===== src/rtl/memset_pkg.sv =====
// -----------------------------------------------------------------------------
// memset_pkg
//
// Shared definitions for the memset stream sequencer slice.
//
// Contents:
//   DATA_WIDTH_DEF   default beat width in bits (multiple of 8)
//   COUNT_WIDTH_DEF  default width of the beat-count CSR and job counters
//   BUF_DEPTH_DEF    output buffer depth; the buffer is built for exactly 2
//   state_e          job sequencer state encoding
// -----------------------------------------------------------------------------
package memset_pkg;

    localparam int unsigned DATA_WIDTH_DEF  = 512;
    localparam int unsigned COUNT_WIDTH_DEF = 32;
    localparam int unsigned BUF_DEPTH_DEF   = 2;

    // IDLE  : waiting for a start pulse
    // RUN   : accepting input beats until N have been taken
    // DRAIN : input closed, waiting for the buffer to empty downstream
    typedef enum logic [1:0] {
        IDLE  = 2'd0,
        RUN   = 2'd1,
        DRAIN = 2'd2
    } state_e;

endpackage


===== src/rtl/memset_skid_fifo.sv =====
// -----------------------------------------------------------------------------
// memset_skid_fifo
//
// Two-entry register FIFO sitting between the fill datapath and the write
// streamer. Push and pop may occur in the same cycle; occupancy is tracked
// with a small counter and the entries are addressed by 1-bit pointers.
//
// Ports:
//   clk_i    clock, rising edge
//   rst_ni   asynchronous active-low reset; empties the FIFO and zeroes data
//   push_i   write data_i into the tail entry (ignored when full)
//   data_i   beat to store
//   pop_i    drop the head entry (ignored when empty)
//   full_o   both entries occupied
//   empty_o  no entries occupied
//   data_o   head entry contents
// -----------------------------------------------------------------------------
module memset_skid_fifo
    import memset_pkg::*;
#(
    parameter int unsigned DataWidth = DATA_WIDTH_DEF,
    parameter int unsigned Depth     = BUF_DEPTH_DEF
) (
    input  logic                 clk_i,
    input  logic                 rst_ni,
    input  logic                 push_i,
    input  logic [DataWidth-1:0] data_i,
    input  logic                 pop_i,
    output logic                 full_o,
    output logic                 empty_o,
    output logic [DataWidth-1:0] data_o
);

    logic [DataWidth-1:0] mem_q [2];
    logic                 wr_ptr_q;
    logic                 wr_ptr_d;
    logic                 rd_ptr_q;
    logic                 rd_ptr_d;
    logic [1:0]           count_q;
    logic [1:0]           count_d;
    logic                 do_push;
    logic                 do_pop;

    assign full_o  = (count_q == 2'(Depth));
    assign empty_o = (count_q == 2'd0);
    assign data_o  = mem_q[rd_ptr_q];

    // Guarding here keeps the occupancy counter consistent even if a caller
    // misbehaves; the sequencer never requests either illegal operation.
    assign do_push = push_i && !full_o;
    assign do_pop  = pop_i && !empty_o;

    always_comb begin
        wr_ptr_d = wr_ptr_q;
        rd_ptr_d = rd_ptr_q;
        count_d  = count_q;
        if (do_push) begin
            wr_ptr_d = ~wr_ptr_q;
        end
        if (do_pop) begin
            rd_ptr_d = ~rd_ptr_q;
        end
        case ({do_push, do_pop})
            2'b10:   count_d = count_q + 2'd1;
            2'b01:   count_d = count_q - 2'd1;
            default: count_d = count_q;
        endcase
    end

    always_ff @(posedge clk_i or negedge rst_ni) begin
        if (!rst_ni) begin
            mem_q[0] <= '0;
            mem_q[1] <= '0;
            wr_ptr_q <= 1'b0;
            rd_ptr_q <= 1'b0;
            count_q  <= 2'd0;
        end else begin
            if (do_push) begin
                mem_q[wr_ptr_q] <= data_i;
            end
            wr_ptr_q <= wr_ptr_d;
            rd_ptr_q <= rd_ptr_d;
            count_q  <= count_d;
        end
    end

    // Occupancy never exceeds the two physical entries.
    a_count_range: assert property (@(posedge clk_i) disable iff (!rst_ni)
        count_q <= 2'd2);

endmodule


===== src/rtl/memset_stream_sequencer.sv =====
// -----------------------------------------------------------------------------
// memset_stream_sequencer
//
// Bounded-length stream stage behind the memset fill datapath. A start pulse
// with a non-zero beat count N opens a job: exactly N upstream beats are
// accepted, buffered in a 2-entry FIFO and forwarded unaltered downstream.
// The job closes when the N-th beat leaves the buffer, with busy dropping and
// a one-cycle done pulse on the same cycle. A start with N=0 completes
// immediately with a done pulse and no data movement.
//
// Handshakes: a transfer happens on a rising clk edge where valid and ready
// are both high on that interface. Upstream ready is a function of registered
// state only (FSM state, accept count, FIFO fullness), so there is no
// combinational path from ext_data_o_ready to ext_data_i_ready.
//
// Ports:
//   clk, rst_n                       clock / async active-low reset
//   ext_data_i_valid/_ready/_bits    beat stream from the fill datapath
//   ext_data_o_valid/_ready/_bits    beat stream to the write streamer
//   ext_csr_i_0                      beat count N sampled on start
//   ext_start_i                      job start pulse (ignored while busy)
//   ext_busy_o                       job in progress
//   ext_done_o                       one-cycle completion pulse
//   ext_beats_sent_o                 output transfers in current/last job
// -----------------------------------------------------------------------------
module memset_stream_sequencer
    import memset_pkg::*;
#(
    parameter int unsigned DataWidth  = DATA_WIDTH_DEF,
    parameter int unsigned CountWidth = COUNT_WIDTH_DEF,
    parameter int unsigned BufDepth   = BUF_DEPTH_DEF
) (
    input  logic                  clk,
    input  logic                  rst_n,
    input  logic                  ext_data_i_valid,
    output logic                  ext_data_i_ready,
    input  logic [DataWidth-1:0]  ext_data_i_bits,
    output logic                  ext_data_o_valid,
    input  logic                  ext_data_o_ready,
    output logic [DataWidth-1:0]  ext_data_o_bits,
    input  logic [CountWidth-1:0] ext_csr_i_0,
    input  logic                  ext_start_i,
    output logic                  ext_busy_o,
    output logic                  ext_done_o,
    output logic [CountWidth-1:0] ext_beats_sent_o
);

    localparam logic [CountWidth-1:0] CntOne = CountWidth'(1);

    state_e                state_q;
    state_e                state_d;
    logic [CountWidth-1:0] n_q;
    logic [CountWidth-1:0] n_d;
    logic [CountWidth-1:0] accepted_q;
    logic [CountWidth-1:0] accepted_d;
    logic [CountWidth-1:0] sent_q;
    logic [CountWidth-1:0] sent_d;
    logic                  done_q;
    logic                  done_d;

    logic                  buf_full;
    logic                  buf_empty;
    logic                  in_fire;
    logic                  out_fire;
    logic [CountWidth-1:0] accepted_inc;
    logic [CountWidth-1:0] sent_inc;

    // -------------------------------------------------------------------------
    // Output buffer
    // -------------------------------------------------------------------------
    memset_skid_fifo #(
        .DataWidth (DataWidth),
        .Depth     (BufDepth)
    ) u_buf (
        .clk_i   (clk),
        .rst_ni  (rst_n),
        .push_i  (in_fire),
        .data_i  (ext_data_i_bits),
        .pop_i   (out_fire),
        .full_o  (buf_full),
        .empty_o (buf_empty),
        .data_o  (ext_data_o_bits)
    );

    // -------------------------------------------------------------------------
    // Handshake qualification
    // -------------------------------------------------------------------------
    // Outside RUN the input stays closed so stray upstream beats are left
    // waiting rather than swallowed.
    assign ext_data_i_ready = (state_q == RUN) && (accepted_q < n_q) && !buf_full;
    assign ext_data_o_valid = !buf_empty;

    assign in_fire  = ext_data_i_valid && ext_data_i_ready;
    assign out_fire = ext_data_o_valid && ext_data_o_ready;

    assign accepted_inc = accepted_q + CntOne;
    assign sent_inc     = sent_q + CntOne;

    // -------------------------------------------------------------------------
    // Job sequencer: next-state and counter updates
    // -------------------------------------------------------------------------
    always_comb begin
        state_d    = state_q;
        n_d        = n_q;
        accepted_d = accepted_q;
        sent_d     = sent_q;
        done_d     = 1'b0;

        case (state_q)
            IDLE: begin
                if (ext_start_i) begin
                    sent_d = '0;
                    if (ext_csr_i_0 != '0) begin
                        n_d        = ext_csr_i_0;
                        accepted_d = '0;
                        state_d    = RUN;
                    end else begin
                        // Zero-length job: nothing to move, complete at once.
                        done_d = 1'b1;
                    end
                end
            end

            RUN: begin
                if (in_fire) begin
                    accepted_d = accepted_inc;
                    if (accepted_inc == n_q) begin
                        state_d = DRAIN;
                    end
                end
                // Pops during RUN can never be the last one: at most
                // accepted_q < N beats have entered the buffer so far.
                if (out_fire) begin
                    sent_d = sent_inc;
                end
            end

            DRAIN: begin
                if (out_fire) begin
                    sent_d = sent_inc;
                    if (sent_inc == n_q) begin
                        state_d = IDLE;
                        done_d  = 1'b1;
                    end
                end
            end

            default: begin
                state_d = IDLE;
            end
        endcase
    end

    always_ff @(posedge clk or negedge rst_n) begin
        if (!rst_n) begin
            state_q    <= IDLE;
            n_q        <= '0;
            accepted_q <= '0;
            sent_q     <= '0;
            done_q     <= 1'b0;
        end else begin
            state_q    <= state_d;
            n_q        <= n_d;
            accepted_q <= accepted_d;
            sent_q     <= sent_d;
            done_q     <= done_d;
        end
    end

    // busy and done both derive from registers updated on the same edge, so
    // the done pulse coincides with busy falling.
    assign ext_busy_o       = (state_q != IDLE);
    assign ext_done_o       = done_q;
    assign ext_beats_sent_o = sent_q;

    // -------------------------------------------------------------------------
    // Embedded properties
    // -------------------------------------------------------------------------
    // Every beat the buffer emits was accepted within this job.
    a_sent_le_accepted: assert property (@(posedge clk) disable iff (!rst_n)
        (state_q != IDLE) |-> (sent_q <= accepted_q));

    // The accept counter never runs past the latched job length.
    a_accepted_le_n: assert property (@(posedge clk) disable iff (!rst_n)
        (state_q != IDLE) |-> (accepted_q <= n_q));

    // Upstream is never offered ready while the buffer is full.
    a_no_ready_when_full: assert property (@(posedge clk) disable iff (!rst_n)
        buf_full |-> !ext_data_i_ready);

endmodule


===== config.mk =====
export PLATFORM = sky130hd
export DESIGN_NAME = memset_stream_sequencer
export DESIGN_NICKNAME = d
export VERILOG_FILES = /design/src/rtl/memset_pkg.sv /design/src/rtl/memset_skid_fifo.sv /design/src/rtl/memset_stream_sequencer.sv
export SDC_FILE = /design/constraint.sdc
export NUM_CORES = 2
export LEC_CHECK = 0
export CORE_AREA = 2 2 433 435
export CTS_BUF_LIST = sky130_fd_sc_hd__clkbuf_4
export DETAILED_ROUTE_END_ITERATION = 8
export DIE_AREA = 0 0 435 437
export PLACE_DENSITY = 0.46
export SLEW_MARGIN = 15
export SYNTH_ARGS = -nofsm -noshare
export SYNTH_HDL_FRONTEND = slang
export SYNTH_SLANG_ARGS = --single-unit

===== constraint.sdc =====
create_clock -name clk -period 3.6 [get_ports clk]
set_clock_uncertainty 0.05 [all_clocks]
set_input_delay 1.08 -clock clk [delete_from_list [all_inputs] [get_ports clk]]
set_output_delay 1.08 -clock clk [all_outputs]
set_load 0.1 [all_outputs]

After elaboration in Yosys (flattened, before gate mapping)
Index checks and enable logic that the tools add are counted.

word-level totals
  register bits after elaboration = 1127
  input bits = 549

operators by class
  eq/ne operators = 14
  muxes and demuxes = 26
  add/subtract/negate cells = 4
  $lt $le $gt $ge = 4
  bitwise gates (word level) = 4
  reductions and logical operators = 21

operators with widths
  cell                   count
  $mux 512               4
  $bwmux 1024            1
  $demux 512 s1          1
  $mux 32                5
  $pmux 32 s2            2
  $add 32x1->32 const B  2
  $eq 32x32->1           2
  $lt 32x32->1           1
  $reduce_bool 32->1     1
  $mux 2                 6
  $ne 2x1->1 const B     4
  $reduce_bool 2->1      4
  $logic_and 1x1->1      7
  $eq 2x2->1 const B     3
  $ne 2x2->1 const B     3
  $pmux 2 s3             1
  $reduce_and 3->1       2
  $reduce_and 6->1       1
  $eq 2x1->1 const B     2
  $ge 2x2->1 const B     2
  $logic_not 2->1        2
  $mux 1                 4
  $not 1->2              2
  $pmux 2 s2             1
  8 further kinds        10

Depth between registers and ports, before layout
  depth in word-level cells = 7
  depth in mapped cells = 13
  gate-level depth less buffers = 12

Hierarchy
Synthesis repeated with hierarchy kept, for this count alone.

second synthesis, totals
  cell total of the unflattened synthesis = 3645
  area, all modules = 51856.0 um2

modules (own cells, without submodules)
  module                   times used  sequential area each (um2)  area an instance (um2)  cells each
  memset_skid_fifo         1           25724.7                     44298.7                 2748
  memset_stream_sequencer  1           2477.4                      7557.2                  897

Worst setup path before layout
Ideal clock, no wire load.

  kind = register to output
  from = register accepted_q[18]
  to = output ext_data_i_ready
  required time = 2.470 ns
  path slack = -0.733 ns
  buffers on the path = 0
  stages on the path, launching flop included = 7
  data arrival time = 3.203 ns
  cell sequence = dfrtp_1 > ha_1 > a21o_1 > a221o_1 > a221oi_1 > o221ai_1 > a21oi_1

between the ends
  word-level cells in the longest chain between the ends = 3

ends and longest elaborated chain
  item                             line                            source
  from (decl)                      memset_stream_sequencer.sv:54   logic [CountWidth-1:0] accepted_q;
  from (signal assigned)           memset_stream_sequencer.sv:164  accepted_q <= accepted_d;
  $lt 32x32->1                     memset_stream_sequencer.sv:90   assign ext_data_i_ready = (state_q == RUN) && (accepted_q < n_q) && !buf_full;
  $logic_and 1x1->1 (2 in series)  memset_stream_sequencer.sv:90
  to (decl)                        memset_stream_sequencer.sv:36   output logic ext_data_i_ready,

Every way passes these cells.

Worst setup path in the final report
  from = register n_q[17]
  to = output ext_data_i_ready

between the ends
  word-level cells in the longest chain between the ends = 3

ends and longest elaborated chain
  item                             line                            source
  from (decl)                      memset_stream_sequencer.sv:52   logic [CountWidth-1:0] n_q;
  from (signal assigned)           memset_stream_sequencer.sv:163  n_q <= n_d;
  $lt 32x32->1                     memset_stream_sequencer.sv:90
  $logic_and 1x1->1 (2 in series)  memset_stream_sequencer.sv:90

Every way passes these cells.

==> flow_summary.ini <==
[place]
post-place-ws_ps = -155
portBuffers = 1096
gp_congestion = 0.892
placed_cell_area_sq_um = 72300
dp.cells = 7286
hpwl_um = 156000

[synth]
postSynthCellCount = 3668
netlist.area_leader.share_pct = 54.6
yosysUniqueCellTypes = 71
syn_area_sq_um = 51700
yosys.area.top_type = dfrtp_1
synth_nets = 4255
synth-edff-count = 0
ys_warn_count = 0
yosysMostFrequentCell = mux2_2
ys_seq_elements = 1127
async_reset_ff_share_pct = 100
synth-seq-area-share_pct = 54.6
synthFlopType = dfrtp_1
synth_area_per_cell_sq_um = 14.1
synth.area.top_cells = dfrtp_1 (55%), mux2_2 (32%), mux2_1 (2.1%)
synthTopCellsByCount = mux2_2 (1470), dfrtp_1 (1127), clkbuf_1 (103), buf_2 (100), mux2_1 (98)

[drt]
drc = 0
ant_nets = 0
dr.pass1.iters = 7
routed_wl_um = 220000
viasPerCell = 4.77
wl_per_cell_um = 27.5
num_vias = 38100
dr.first_iter.drc_count = 1787

[finish]
fillers = 17100
areaGrowthSynthToFinish_pct = 56.8
fin_util_pct = 43.8
final_nets = 5887
design_area_sq_um = 81000
final_cell_count_no_fill = 7992
drive_gt1_share_pct = 53.7

[timing]
worstMarginPinSlew_ps = 896
finalMaxSlewViolations = 0
layout_min_cycle_time_ps = 4420
max_freq_mhz = 226
setup_viol = 513
fin_setup_tns_ps = -174350
holdWs_ps = 336
rsz0062_at_grt = yes
finalCritPeriodShare_pct = 123
slew_headroom_pct = 40.3
hold_viol = 0
layout_setup_ws_ps = -819

[run_status]
violations = negative setup slack
outcome = finished with violations

[power]
powerDensity_nw_per_um2 = 585
pwr-share-clk_pct = 25.4
p_sw_mw = 18.8
switching_share_pct = 39.6
p_leak_nw = 38.6
pwr-share-seq_pct = 27.8
p_total_mw = 47.4
comb_power_share_pct = 46.8
ir_worst_vdd_v = 0.000336
p_int_mw = 28.6

[floorplanning]
fp.coreArea_sq_um = 185000
die_y_um = 437
die_w_um = 435
io_pins = 1097
start_util_pct = 27.9
rows = 158
dieArea_sq_um = 190000

[worst_setup_path]
reg2reg_setup_slack_ps = 80
crit_type = reg -> out
r2r-end = u_buf.mem_q[843]
endpoint_kind = primary output
critPathArrivalTime_ps = 3290
critPathCapture = ext_data_i_ready
required_ps = 2470
reg2regPathDepth = 14
start_kind = register
crit_start = n_q[17]
r2r-start = n_q[17]
path_max_fanout = 2

[clock_network]
cts_tree = yes
clockBufferDepth = 4
root_buffer = clkbuf_4
cts.sinks = 1127
clk_latency_ps = 1270
htree_levels = 5
path_clk_slew_ps = 70
cts_buffers = 357

[global_routing]
grt_usage_pct = 22.4
grt_max_degree = 102
grt_pass1_vias = 40800
grt_pass1_wl_um = 308000
overflow = 0
antenna_found_initial = 109

[hold_path]
hp-class = in -> async

[job]
timing.max_cap.violations = 0
metal layers:
layer / GRT usage, % / share of wire (%)
met1: 25.9 / 39
met5: 0 / 0.11
met2: 38.2 / 50
met3: 7.33 / 7.1
met4: 9.14 / 3.4
worst min path at each step:
stage / startpoint / endpoint / slack, ps / cells past startpoint
floorplan: u_buf.count_q[1] / u_buf.count_q[1] / 400 / 1
global placement: u_buf.mem_q[969] / u_buf.mem_q[969] / 410 / 1
detailed placement: u_buf.mem_q[573] / u_buf.mem_q[573] / 420 / 1
CTS: rst_n / u_buf.mem_q[119] / 80 / 2
global route: rst_n / u_buf.mem_q[595] / 180 / 2
finish: rst_n / u_buf.mem_q[119] / 340 / 2
layout make-up:
class	instances	area [sq um]	share of cell area, %
clock inverters	50	196	0.242
clock buffers	498	3740	4.62
inverters	52	198	0.244
repair buffers	1491	21700	26.7
flip-flops and latches	1127	28200	34.8
diodes	23	57.6	0.0710
multi-input cells	2271	23800	29.4
well taps	2480	3100	3.83
logic make-up (layout without fill, tap and decap cells):
kind of cell,count (synthesis),after routing,share of synthesized area (%)
other cells,0,23,0
mux,1572,1572,34.2
compound gates,230,230,2.93
fa+ha+maj,38,38,0.920
buf+inv,270,2091,2.26
simple gates,344,344,3.59
flops,1127,1127,54.6
xor+xnor,87,87,1.47
worst max-delay path, stage by stage (launching register included):
cell and delay [ps]:
dfrtp_1 360, inv_1 50, ha_1 290, and3_4 150, a221o_1 340, a221oi_2 300
o221ai_2 160, a21oi_4 170, buf_12 190
registers in the layout (all words and copies together), names as in the netlist:
| register | count |
|---|---|
| accepted_q | 32 |
| ext_beats_sent_o | 32 |
| ext_done_o | 1 |
| n_q | 32 |
| state_q | 2 |
| u_buf.count_q | 2 |
| u_buf.mem_q | 1024 |
| u_buf.rd_ptr_q | 1 |
| u_buf.wr_ptr_q | 1 |
placed cells by master (no fill, tap or decap), drive strengths merged, types with 39 or more instances in the layout:
cell | Yosys | final
mux2 | 1568 | 1568
dfrtp | 1127 | 1127
buf | 114 | 932
clkdlybuf4s50 | 0 | 547
clkbuf | 104 | 509
nand2 | 97 | 97
o21ai | 69 | 69
inv | 52 | 56
xnor2 | 54 | 54
clkinv | 0 | 46
a21oi | 43 | 43
nand3 | 39 | 39
what timing repair did:
action | in CTS | in global routing
endpoints found under the hold margin | 120 | 0
setup endpoints to repair | 517 | 806
setup buffers | 67 | 38
resized for setup | 284 | 404
hold buffers | 1 | 0
pin swaps | 6 | 7
cloned | 67 | 11
power by group through the flow:
stage                     Clock (mW)  Sequential [mW]  Combinational [mW]
after detailed placement           0             13.4                17.2
after floorplan                    0             13.5                10.0
final                           12.0             13.2                22.2
after global routing            13.3             13.2                22.8
after global placement             0             13.4                17.2
after CTS                       12.7             13.2                22.4
(Power assumes the default switching activity.)
